===== src/rtl/generador_simbolos_morse.sv =====
// Morse letter keyer: plays up to five dots/dashes from a latched pattern, then a 3-unit letter gap.
// Optional build macro MORSE_CANCELAR_EN adds a 'cancelar' input that aborts a letter in progress.
module generador_simbolos_morse #(
    parameter int DIV_UNIDAD = 24
) (
    input  logic       clk,
    input  logic       reset,
    input  logic       inicio,
    input  logic [4:0] patron,
    input  logic [2:0] longitud,
`ifdef MORSE_CANCELAR_EN
    input  logic       cancelar,
`endif
    output logic       salida,
    output logic       ocupado,
    output logic       fin
);

    typedef enum logic [1:0] {
        REPOSO      = 2'd0,
        MARCA       = 2'd1,
        ESPACIO     = 2'd2,
        PAUSA_LETRA = 2'd3
    } t_estado;

    localparam logic [4:0] DIV_FIN = 5'(DIV_UNIDAD - 1);

    t_estado    r_estado;
    t_estado    w_estado_sig;
    logic [4:0] r_div;
    logic [1:0] r_unidad;
    logic [2:0] r_indice;
    logic [4:0] r_patron;
    logic [2:0] r_longitud;
    logic       r_salida;
    logic       r_ocupado;
    logic       r_fin;

    logic       w_tick;
    logic       w_longitud_ok;
    logic       w_es_raya;
    logic       w_ultimo;
    logic [1:0] w_ultima_unidad;
    logic       w_arranque;
    logic       w_fin_sig;
    logic       w_indice_inc;

    function automatic logic f_bit_patron(input logic [4:0] p, input logic [2:0] i);
        case (i)
            3'd0:    f_bit_patron = p[0];
            3'd1:    f_bit_patron = p[1];
            3'd2:    f_bit_patron = p[2];
            3'd3:    f_bit_patron = p[3];
            3'd4:    f_bit_patron = p[4];
            default: f_bit_patron = 1'b0;
        endcase
    endfunction

    // Index of the last unit of the current mark: dash = 3 units, dot = 1 unit.
    function automatic logic [1:0] f_ultima_unidad(input logic es_raya);
        f_ultima_unidad = es_raya ? 2'd2 : 2'd0;
    endfunction

    assign w_tick          = (r_div == DIV_FIN);
    assign w_longitud_ok   = (longitud != 3'd0) && (longitud <= 3'd5);
    assign w_es_raya       = f_bit_patron(r_patron, r_indice);
    assign w_ultima_unidad = f_ultima_unidad(w_es_raya);
    assign w_ultimo        = (r_indice == (r_longitud - 3'd1));
    assign w_arranque      = (r_estado == REPOSO) && (w_estado_sig == MARCA);

    always_comb begin
        w_estado_sig = r_estado;
        w_fin_sig    = 1'b0;
        w_indice_inc = 1'b0;
        case (r_estado)
            REPOSO: begin
                if (inicio && w_longitud_ok) begin
                    w_estado_sig = MARCA;
                end
            end
            MARCA: begin
                if (w_tick && (r_unidad == w_ultima_unidad)) begin
                    w_estado_sig = w_ultimo ? PAUSA_LETRA : ESPACIO;
                end
            end
            ESPACIO: begin
                if (w_tick) begin
                    w_estado_sig = MARCA;
                    w_indice_inc = 1'b1;
                end
            end
            PAUSA_LETRA: begin
                if (w_tick && (r_unidad == 2'd2)) begin
                    w_estado_sig = REPOSO;
                    w_fin_sig    = 1'b1;
                end
            end
            default: begin
                w_estado_sig = REPOSO;
            end
        endcase
`ifdef MORSE_CANCELAR_EN
        // Abort wins over everything else, and a cancelled letter never pulses fin.
        if (cancelar && (r_estado != REPOSO)) begin
            w_estado_sig = REPOSO;
            w_fin_sig    = 1'b0;
            w_indice_inc = 1'b0;
        end
`endif
    end

    always_ff @(posedge clk or posedge reset) begin
        if (reset) begin
            r_estado  <= REPOSO;
            r_div     <= 5'd0;
            r_unidad  <= 2'd0;
            r_indice  <= 3'd0;
            r_salida  <= 1'b0;
            r_ocupado <= 1'b0;
            r_fin     <= 1'b0;
        end else begin
            r_estado  <= w_estado_sig;
            r_salida  <= (w_estado_sig == MARCA);
            r_ocupado <= (w_estado_sig != REPOSO);
            r_fin     <= w_fin_sig;

            // Timing restarts on every state entry so each unit is exactly DIV_UNIDAD cycles.
            if ((w_estado_sig != r_estado) || (w_estado_sig == REPOSO)) begin
                r_div    <= 5'd0;
                r_unidad <= 2'd0;
            end else if (w_tick) begin
                r_div    <= 5'd0;
                r_unidad <= r_unidad + 2'd1;
            end else begin
                r_div    <= r_div + 5'd1;
            end

            if (w_arranque) begin
                r_indice <= 3'd0;
            end else if (w_indice_inc) begin
                r_indice <= r_indice + 3'd1;
            end
        end
    end

    // Letter data is only captured on acceptance and only read while busy.
    always_ff @(posedge clk) begin
        if (w_arranque) begin
            r_patron   <= patron;
            r_longitud <= longitud;
        end
    end

    assign salida  = r_salida;
    assign ocupado = r_ocupado;
    assign fin     = r_fin;

endmodule


===== config.mk =====
export PLATFORM = sky130hd
export DESIGN_NAME = generador_simbolos_morse
export DESIGN_NICKNAME = d
export VERILOG_FILES = /design/src/rtl/generador_simbolos_morse.sv
export SDC_FILE = /design/constraint.sdc
export NUM_CORES = 1
export LEC_CHECK = 0
export CAP_MARGIN = 20
export CORE_AREA = 2 2 41 80
export CTS_CLUSTER_DIAMETER = 120
export DETAILED_ROUTE_END_ITERATION = 10
export DIE_AREA = 0 0 43 82
export GPL_TIMING_DRIVEN = 0
export SLEW_MARGIN = 15
export SYNTH_ARGS = -nofsm -noshare
export SYNTH_HDL_FRONTEND = slang
export SYNTH_SLANG_ARGS = --single-unit

===== constraint.sdc =====
create_clock -name clk -period 3.4 [get_ports clk]
set_clock_uncertainty 0.2 [all_clocks]
set_input_delay 0.85 -clock clk [delete_from_list [all_inputs] [get_ports clk]]
set_output_delay 0.85 -clock clk [all_outputs]
set_load 0.1 [all_outputs]

==> results.yml <==
logic_synthesis:
  synthArstFlopShare_pct: 65.2
  postSynthAreaPerCell_um2: 11.3
  yosysUniqueCellTypes: 40
  ys_seq_area_share_pct: 49.9
  synth_ff_type: "dfrtp_1"
  synth_area_leaders: "dfrtp_1, edfxtp_1, ha_1"
  synth_top_area_share_pct: 30.5
  syn_nets: 128
  netlist_area_um2: 1230
  synth_edf_count: 8
  yosysWarnings: 0
  ys_seq_elements: 23
  synthCells: 109
  synth.largest_area_cell: "dfrtp_1"
sta:
  post-route-min-period_ps: 3000
  finalMaxSlewViolations: 0
  max_freq_mhz: 333
  rsz0062_at_grt: "no"
  fin_crit_sh_pct: 88.3
  hold_viol_final: 0
  tightest_slew_ps: 971
  report.final.setup_viol: 0
  maxSlewHeadroom_pct: 35.1
  fin_ws_ps: 398
detailed_routing:
  postRouteAntennaNets: 0
  first_pass_iters: 4
  vias_per_cell: 5.57
  drcViolationCount: 0
  wl_per_cell_um: 15.0
  wirelength_mm: 2.33
  drt_iter0_drc: 21
  vias: 869
layout:
  antennaDiodeCount: 0
  syn_to_final_growth_pct: 17.7
  final_cells: 156
  fill_cells: 288
  final_cell_mix: "dfrtp_1, clkdlybuf4s50_1, inv_1"
  fin_area_um2: 1450
  nets: 146
  final_common_cell: "dfrtp_1"
  drive_gt1_share_pct: 9.52
clocking:
  cts_buffers: 3
  clk_pin_slew_worst_paths_ps: 80
  cts_num_sinks: 23
  clk_latency_ps: 260
  cts_tree: "yes"
  ctsHoldBuffers: 0
  clockBufferDepth: 2
  root_buffer: "clkbuf_8"
  post-cts-setup-buffers: 0
  htree_num_levels: 1
  cts.repair.resized: 0
critical_path:
  r2r_cells: 7
  reg2reg_from: "r_indice[0]"
  r2r_slack_ps: 400
  crit_arrival_ps: 2700
  crit_start: "r_indice[0]"
  crit_type: "reg2reg"
  cp-start-kind: "flop"
  crit_fanout: 8
  cp-end-kind: "flop"
  worst_r2r_endpoint: "r_patron[0]"
  required_ps: 3100
global_routing:
  busiest_layer: "met2"
  grt_first_pass_wirelength_mm: 4.09
  grt_max_degree: 16
  use_met2_pct: 30.0
  grt_pass1_vias: 937
  grt_use_met1_pct: 15.8
  grt_overflow: 0
  grt_usage_pct: 15.4
  gr-usage-met3_pct: 2.64
  antenna_found_initial: 0
die:
  core_um2: 2940
  die_y_um: 82
  core.rowCount: 28
  design.die.area_um2: 3530
  ioPinCount: 14
  die_w_um: 43
  start_util_pct: 41.9
hold_path:
  hold_end: "r_div[0]"
  hp-class: "reg2reg"
  hold-path-cell-count: 1
  hold_start: "r_div[0]"
power:
  power.switching_mw: 0.311
  p_sw_share_pct: 35.3
  p_int_mw: 0.571
  share_comb_of_total_power_pct: 35.4
  power_frac_seq_pct: 45.8
  cellLeakagePower_nw: 0.558
  clock_power_share_pct: 18.8
  ir_drop_uv: 346
  powerDensity_nw_per_um2: 609
place:
  place.detailed.hpwl_mm: 1.78
  place_ws_ps: 301
  place_area_um2: 1410
  io_buffer_count: 13
  gp_congestion: 0.797
  dp.cells: 152
outcome:
  status: "completed"
run:
  maxCapViolCount: 0
==> metal layers <==
metal  part of all wire (%)  wire [um]
met5                      0          0
met4                    1.9         45
met3                    3.0         71
met2                     54       1250
met1                     41        965
==> flip-flops by register name, summed over array words and instances (netlist names) <==
signal,cells
r_longitud,3
r_patron,5
r_estado,2
fin,1
r_unidad,2
r_div,5
ocupado,1
salida,1
r_indice,3
==> final cells by class <==
type | instances | area (um2) | area share [%]
well taps | 30 | 37.5 | 2.59
flip-flops and latches | 23 | 616 | 42.5
clock buffers | 4 | 45.0 | 3.11
plain buffers | 2 | 8.76 | 0.604
repair buffers | 13 | 130 | 8.97
multi-input cells | 73 | 572 | 39.4
inverters | 11 | 41.3 | 2.85
==> worst max-delay path: stages (launching register included) <==
cell and delay [ps]:
dfrtp_1 440, ha_1 240, ha_1 190, and2_1 170
o2bb2ai_1 170, o41ai_4 420, o211ai_1 210, nor3_2 590
==> through the flow <==
stage / setup TNS, ps / util, % / hold slack (ps) / total power, mW
global route: 0 / 49.3 / 295 / 0.952
detailed placement: 0 / 47.7 / 264 / 0.720
floorplan: 0 / - / 233 / 0.644
global placement: -569 / 47.6 / 245 / 0.701
finish: 0 / 49.3 / 271 / 0.883
CTS: 0 / 49.3 / 274 / 0.891
==> power groups by stage <==
| stage | combinational, mW | sequential [mW] | clock, mW |
|---|---|---|---|
| after floorplan | 0.243 | 0.402 | 0 |
| after global placement | 0.299 | 0.402 | 0 |
| after detailed placement | 0.312 | 0.408 | 0 |
| after CTS | 0.315 | 0.403 | 0.173 |
| after global routing | 0.359 | 0.412 | 0.181 |
| final | 0.312 | 0.404 | 0.166 |
==> synthesized netlist by cell type (2+ instances only) <==
cell type / number
a2111oi_2: 2
a21oi_1: 3
a22o_1: 3
a31oi_1: 2
and2_1: 2
dfrtp_1: 15
edfxtp_1: 8
ha_1: 8
inv_1: 11
nand2_1: 4
nand2b_1: 2
nand3_1: 2
nand4b_1: 2
nor2_1: 8
nor3_1: 2
nor3b_1: 2
o21ai_0: 3
or2_2: 2
or3_1: 2
xnor2_1: 6
==> cell families (layout without fill, tap and decap cells) <==
logic type                 count (synthesis)  in the layout  share of synthesized area, %
adders and majority gates                  8              8                          8.12
AOI/OAI and AO/OA                         26             26                          18.0
buffers and inverters                     13             30                          4.06
and+or+nand+nor                           30             30                          13.2
muxes                                      2              2                          1.73
xor gates and xnor gates                   7              7                          4.97
DFF                                       23             23                          49.9
==> worst max path at each step <==
stage / end / slack (ps) / cells after the start
finish: r_patron[0] / 400 / 7
global route: r_patron[0] / 190 / 7
CTS: r_patron[0] / 350 / 7
detailed placement: r_patron[1] / 300 / 6
global placement: r_patron[2] / -70 / 6
floorplan: r_longitud[0] / 530 / 7
Note: power is estimated with default switching activity, not from simulation.
